==> src/rtl/sr_cmd_gen.sv <==
// sr_cmd_gen
//   Drive side of a synchronous SR trigger. Converts a requested level (d)
//   into mutually exclusive, width-controlled set/reset pulses for a
//   downstream SR trigger clocked by the same clk. It keeps a copy of the
//   commanded level (exp) and only issues a pulse when d differs from it.
//   It can optionally watch the trigger's q (q_fb) and raise a sticky error
//   if the trigger does not follow within FB_TIMEOUT cycles.
//
// Parameters
//   PULSE_W    : width of each s/r pulse in clk cycles (>= 1)
//   GAP_W      : idle cycles forced after each command (0 = no gap)
//   FB_CHECK   : 1 = check q_fb after each pulse, 0 = ignore q_fb
//   FB_TIMEOUT : cycles to wait for q_fb == exp before flagging err (>= 1)
//
// Ports
//   clk     in  : clock
//   nrst    in  : asynchronous active-low reset
//   en      in  : permits new commands; a command in progress always completes
//   d       in  : requested trigger level
//   s       out : set pulse (registered)
//   r       out : reset pulse (registered)
//   q_fb    in  : downstream trigger q, synchronous to clk
//   exp     out : last commanded level
//   busy    out : high while a command (pulse / feedback wait / gap) runs
//   err     out : sticky feedback-timeout flag
//   err_clr in  : clears err (a simultaneous timeout wins)

module sr_cmd_gen #(
    parameter int PULSE_W    = 1,
    parameter int GAP_W      = 0,
    parameter int FB_CHECK   = 1,
    parameter int FB_TIMEOUT = 16
) (
    input  logic clk,
    input  logic nrst,
    input  logic en,
    input  logic d,
    output logic s,
    output logic r,
    input  logic q_fb,
    output logic exp,
    output logic busy,
    output logic err,
    input  logic err_clr
);

    // One shared counter serves every timed state, so it is sized for the
    // longest of the three intervals and never has to wrap.
    localparam int MAX_PG = (PULSE_W > GAP_W) ? PULSE_W : GAP_W;
    localparam int MAX_W  = (MAX_PG > FB_TIMEOUT) ? MAX_PG : FB_TIMEOUT;
    localparam int CW     = $clog2(MAX_W + 1);

    localparam logic [CW-1:0] CNT_ONE    = CW'(1);
    localparam logic [CW-1:0] PULSE_LAST = CW'(PULSE_W);
    localparam logic [CW-1:0] PULSE_PRE  = CW'(PULSE_W - 1);
    localparam logic [CW-1:0] GAP_LAST   = CW'(GAP_W);
    localparam logic [CW-1:0] FB_LAST    = CW'(FB_TIMEOUT);

    typedef enum logic [1:0] {
        IDLE    = 2'd0,
        PULSE   = 2'd1,
        WAIT_FB = 2'd2,
        GAP     = 2'd3
    } state_t;

    // Successor states are fixed by the parameters, so resolve them once.
    localparam state_t AFTER_FB    = (GAP_W > 0) ? GAP : IDLE;
    localparam state_t AFTER_PULSE = (FB_CHECK != 0) ? WAIT_FB : AFTER_FB;

    state_t        state;
    logic          target;
    logic [CW-1:0] cnt;

    // The counter holds the 1-based index of the current cycle inside a timed
    // state; it is loaded with 1 on entry and compared against the last index.
    // NOTE: every register here is updated with <= so that all branches see
    // the pre-edge values of state, cnt and exp within the same clock edge.
    always_ff @(posedge clk or negedge nrst) begin
        if (!nrst) begin
            state  <= IDLE;
            target <= 1'b0;
            cnt    <= '0;
            s      <= 1'b0;
            r      <= 1'b0;
            exp    <= 1'b0;
            busy   <= 1'b0;
            err    <= 1'b0;
        end else begin
            // NOTE: the clear is written before the timeout set below, so when
            // both happen on one edge the later assignment (set) takes effect.
            if (err_clr) begin
                err <= 1'b0;
            end

            case (state)
                IDLE: begin
                    if (en && (d != exp)) begin
                        state  <= PULSE;
                        target <= d;
                        s      <= d;
                        r      <= ~d;
                        busy   <= 1'b1;
                        cnt    <= CNT_ONE;
                        // A one-cycle pulse is its own last cycle, so exp
                        // must move together with the rising pulse.
                        if (PULSE_W == 1) begin
                            exp <= d;
                        end
                    end
                end

                PULSE: begin
                    if (cnt == PULSE_LAST) begin
                        s     <= 1'b0;
                        r     <= 1'b0;
                        state <= AFTER_PULSE;
                        busy  <= (AFTER_PULSE != IDLE);
                        cnt   <= (AFTER_PULSE != IDLE) ? CNT_ONE : '0;
                    end else begin
                        cnt <= cnt + CNT_ONE;
                        // Entering the last pulse cycle: exp becomes visible
                        // during that cycle and stays as the pulse falls.
                        if (cnt == PULSE_PRE) begin
                            exp <= target;
                        end
                    end
                end

                WAIT_FB: begin
                    if ((q_fb == exp) || (cnt == FB_LAST)) begin
                        // No retry on timeout: exp keeps the commanded level.
                        if (q_fb != exp) begin
                            err <= 1'b1;
                        end
                        state <= AFTER_FB;
                        busy  <= (AFTER_FB != IDLE);
                        cnt   <= (AFTER_FB != IDLE) ? CNT_ONE : '0;
                    end else begin
                        cnt <= cnt + CNT_ONE;
                    end
                end

                GAP: begin
                    if (cnt == GAP_LAST) begin
                        state <= IDLE;
                        busy  <= 1'b0;
                        cnt   <= '0;
                    end else begin
                        cnt <= cnt + CNT_ONE;
                    end
                end

                default: begin
                    state <= IDLE;
                    s     <= 1'b0;
                    r     <= 1'b0;
                    busy  <= 1'b0;
                    cnt   <= '0;
                end
            endcase
        end
    end

endmodule

==> config.mk <==
export PLATFORM = sky130hd
export DESIGN_NAME = sr_cmd_gen
export DESIGN_NICKNAME = d
export VERILOG_FILES = /design/src/rtl/sr_cmd_gen.sv
export SDC_FILE = /design/constraint.sdc
export NUM_CORES = 1
export LEC_CHECK = 0
export CAP_MARGIN = 20
export CORE_UTILIZATION = 55
export CTS_BUF_LIST = sky130_fd_sc_hd__clkbuf_8
export DETAILED_ROUTE_END_ITERATION = 10
export HOLD_SLACK_MARGIN = 0.15
export PLACE_DENSITY_LB_ADDON = 0.05
export REMOVE_ABC_BUFFERS = 1
export SYNTH_ARGS = -nofsm -noshare
export SYNTH_HDL_FRONTEND = slang
export SYNTH_SLANG_ARGS = --single-unit
==> constraint.sdc <==
create_clock -name clk -period 1.86 [get_ports clk]
set_input_delay 0.558 -clock clk [delete_from_list [all_inputs] [get_ports clk]]
set_output_delay 0.558 -clock clk [all_outputs]
set_load 0.05 [all_outputs]
## After elaboration in Yosys (flattened, before gate mapping)

Cells that the tools add are included.

- Output and inout bits: 5
- Input bits: 6
- Bits in registers: 13

- Bitwise logic cells: 1
- Reductions and logical operators: 9
- Equal/unequal tests: 14
- Multiplexer cells: 27
- $add $sub $neg: 1

Operators with widths:

| operator | count |
|---|---|
| 5-bit two-way mux | 4 |
| 5-bit one-hot mux with 4 select lines | 1 |
| 1-bit two-way mux | 13 |
| 2-bit != test, second input constant | 6 |
| 2-bit two-way mux | 4 |
| 2-bit one-hot mux with 4 select lines | 1 |
| 4-bit AND reduction | 2 |
| 1-bit one-hot mux with 2 select lines | 3 |
| 5-bit by 1-bit adder with 5-bit output, second input constant | 1 |
| 5-bit by 1-bit equality test with 1-bit output, second input constant | 1 |
| 5-bit equality test, second input constant | 1 |
| 5-bit zero test | 1 |
| 2-bit equality test, second input constant | 2 |
| 1-bit one-hot mux with 4 select lines | 1 |
| 3-bit AND reduction | 1 |
| 2-bit by 1-bit equality test with 1-bit output, second input constant | 1 |
| 2-bit zero test | 1 |
| 1-bit != test | 2 |
| 2-bit AND reduction | 1 |
| 2-bit nonzero test | 1 |
| 1-bit equality test | 1 |
| 1-bit logical AND | 1 |
| 1-bit logical OR | 1 |
| 1-bit NOT | 1 |

## Logic depth before layout (Yosys ltp)

Gate-level depths: netlist of the first run.

- Word-level depth: 4
- Depth in mapped cells: 6

## Worst setup path after synthesis of the first run

Ideal clock, no wire load.

- Kind: register to register
- From: register exp
- To: register busy
- Buffers on the path: 0
- Slack: 0.248 ns
- Data arrival time: 1.530 ns
- Library setup time: 0.082 ns
- Required time: 1.778 ns
- Stages on the path, launching flop included: 5
- Cells stage by stage: dfrtp_1 xnor2_1 a311oi_4 a31oi_2 a22oi_2

- Longest elaborated chain between the ends: 4

Ends and longest elaborated chain:

| item | RTL line | RTL |
|---|---|---|
| from (decl) | 41 | `output logic exp,` |
| from (signal assigned) | 124 | `exp <= target;` |
| 1-bit equality test or 1-bit != test (tied branches) | 130, 97 |  |
| 1-bit logical OR or 1-bit logical AND (tied branches) | 130, 97 |  |
| 2-bit != test (no source line) | n/a |  |
| 4-bit AND reduction (no source line) * | n/a |  |
| to (signal assigned) | 117 | `busy <= (AFTER_PULSE != IDLE);` |
| to (signal assigned) | 136 | `busy <= (AFTER_FB != IDLE);` |
| to (decl) | 42 | `output logic busy,` |

Every way passes the cells marked *; elsewhere a longest branch is shown, timed or not.
A chain may end at the register's enable or synchronous reset.

## Worst setup path after layout of the first run

- From: input q_fb
- To: register state[0]

- Longest elaborated chain between the ends: 4

Ends and longest elaborated chain:

| item | RTL line | RTL |
|---|---|---|
| from (decl) | 40 | `input logic q_fb,` |
| 1-bit equality test | 130 | `if ((q_fb == exp) \|\| (cnt == FB_LAST)) begin` |
| 1-bit logical OR | 130 |  |
| 2-bit != test (no source line) | n/a |  |
| 4-bit AND reduction (no source line) | n/a |  |
| to (signal assigned) | 135 | `state <= AFTER_FB;` |
| to (signal assigned) | 145 | `state <= IDLE;` |
| to (signal assigned) | 154 | `state <= IDLE;` |
| to (decl) | 70 | `state_t state;` |

Every way passes these cells.

==> impl_results.md, run 1 <==
- Hold Path Class: reg2reg
- Worst VDD drop: 1030 uV
- Min Tclk post-route: between 1500 and 2000 ps
- # IOs: 11
- H-tree depth: 1
- EDFF count, synth: 0
- WL/cell: ~14 um
- Die height: between 30 and 40 um
- Internal reg-to-reg setup slack: about 170 ps
- Multi-input logic area: about 420 um2
- # setup viols final: 0
- Synth async-reset ratio: between 90% and 100%
- Main synth FF type: dfrtp_1
- CTS tree: built
- FP Rows: 13
- Fillers: between 100 and 150
- Max clock buf depth: 2
- Status: complete, no violations
- Pin count of the biggest net entering global routing: 14
- Initial Util: about three fifths
- DIE WIDTH: 39.3 um
- Initial antenna violation count: 0
- Crit Path Max Fanout: 5
- Cells after Synth: between 70 and 80
- Hold_buf cts: 0
- CTS root buffer: clkbuf_8
- Final Core Density: 73.6%
- Final Max Slew Viols: 0
- Pwr Total: 1.65 mW
- Final WL: 1.53 mm
- Final Hold Vio Count: 0
- Antenna Cells: 0
- Cts repair resizes: 0
- Clk sinks: 13
- Worst EP arrival: 1930 ps
- Post-CTS setup buffers: 0
- Worst slew margin: approximately two thirds
- Number of global-route vias before repair: between 500 and 600
- Layout Skew: about 1.1 ps
- WS Path Type: in2reg
- Startpoint types: primary input
- CTS clk-pin slew, worst paths: 50 ps
- DIE AREA: 1540 um2
- Sequential Area: approximately 330 um2
- Avg Cell Area, Syn: 9.91 um2
- Worst skew pair latency: between 200 and 250 ps
- Vias: approximately 620
- Max-Cap Viols: 0
- FMAX: about 560 MHz
- Worst-Margin Slew: around 480 ps
- I/O Buffers: 10
- CP Data Required Time: about 2000 ps
- Post-synthesis sequential area ratio: about 43%
- Global-route wire length before repair: between 2 and 2.5 mm
- Syn. warnings: 0
- Library cells used by synthesis: 33
- P_leak: between 0.4 and 0.5 nW
- Flops & latches, synth: 13
- Fin nets: 105
- Most common cell after layout, fill and taps aside: dfrtp_1
- DR pass1 iterations: 4
- Hpwl dp: roughly 1.2 mm
- GP Congestion: approximately 0.79
- Synth-to-layout area growth: 25.4%
- DRC: 0
- Final ANT Viol Nets: 0
- Share of cells above drive strength 1: between 20% and 30%
- CTS Buf Count: 3
- Grt ovf: 0
- GRT Overall Usage: between 20% and 30%
- RSZ-0062 raised after global routing: false
- Initial DRC count: 16
- Area of the core: ~1300 um2
- Tcrit/Tclk final: 95.5%
- Setup crit end kind: flip-flop
- Most frequent cells in the layout: dfrtp_1 (13), nand2_1 (10), buf_4 (8)
- Pwr Density: 1720 nW/um2
- Synthesized area: 763 um2
- Vias/cell: ~5.6
cell usage after synthesis, types with 3 or more instances:
cell type	n	area, um2
nand3_1	5	25.0
ha_1	3	37.5
nand2_1	10	37.5
dfrtp_1	13	325
inv_1	5	18.8
nor2_1	4	15.0
worst max-delay path, cell delays in order:
cell             delay, ps
clkdlybuf4s50_1        430
xnor2_1                180
a311oi_4               420
a31oi_2                130
a21oi_1                210
kinds of logic (layout without fill, tap and decap cells):
family | Yosys count | after routing | share of synthesized area (%)
compound gates | 19 | 19 | 21.1
xor+xnor | 3 | 3 | 3.44
fa+ha+maj | 3 | 3 | 4.92
buf+inv | 5 | 23 | 2.46
flops | 13 | 13 | 42.6
mux | 2 | 2 | 3.44
simple gates | 32 | 32 | 22.0
power breakdown:
group,switching (mW),internal (mW)
clock network,0.100,0.146
logic,0.510,0.381
registers,0.125,0.387
final cells by class:
class                      count  share of cell area (%)
timing repair buffer          14                    13.6
clock inverter                 1                   0.392
clock buffer                   3                    4.31
sequential                    13                    34.0
tap                           15                    1.96
inverter                       5                    1.96
multi-input combinational     59                    43.8
sequential cells by signal, indices dropped and copies added, names as in the netlist:
name	cells
cnt	5
state	2
busy	1
err	1
exp	1
r	1
s	1
target	1
routing by layer:
metal  global-route usage (%)  vias up  part of all wire (%)
li1                         -      306                     -
met5                        0        -                     0
met3                     3.41        7                   4.5
met1                     30.2      290                    47
met4                     10.3        0                   2.8
met2                     36.3       16                    46
worst paths after layout:
check,to,from,cells past startpoint
max,state[0],q_fb,5
min,target,target,2
max reg2reg,cnt[4],cnt[0],6
min reg2reg,target,target,2
max in group asynchronous,cnt[0],nrst,2
min in group asynchronous,exp,nrst,2
stage by stage:
step | setup WS [ps] | instances | TNS, ps | instance area (um2) | hold slack, ps
after floorplan | 248 | 77 | 0 | 763 | 262
after global placement | -134 | 106 | -595 | 912 | 466
after detailed placement | -130 | 106 | -808 | 912 | 482
after CTS | 107 | 110 | 0 | 957 | 495
after global routing | 10.5 | 110 | 0 | 957 | 518
final | 83.2 | 110 | 0 | 957 | 502
No activity file was read; power rests on OpenSTA's default activity.
==> run 2: changes to the inputs <==
SKIP_CTS_REPAIR_TIMING = 1   (was not set)
==> results of run 2 <==
The final DEF is identical to that of run 1; final timing and power are the same.
==> run 3: changes to the inputs <==
ABC_CLOCK_PERIOD_IN_PS = 1860   (was not set)
==> results of run 3 <==
The final DEF is identical to that of run 1; final timing and power are the same.
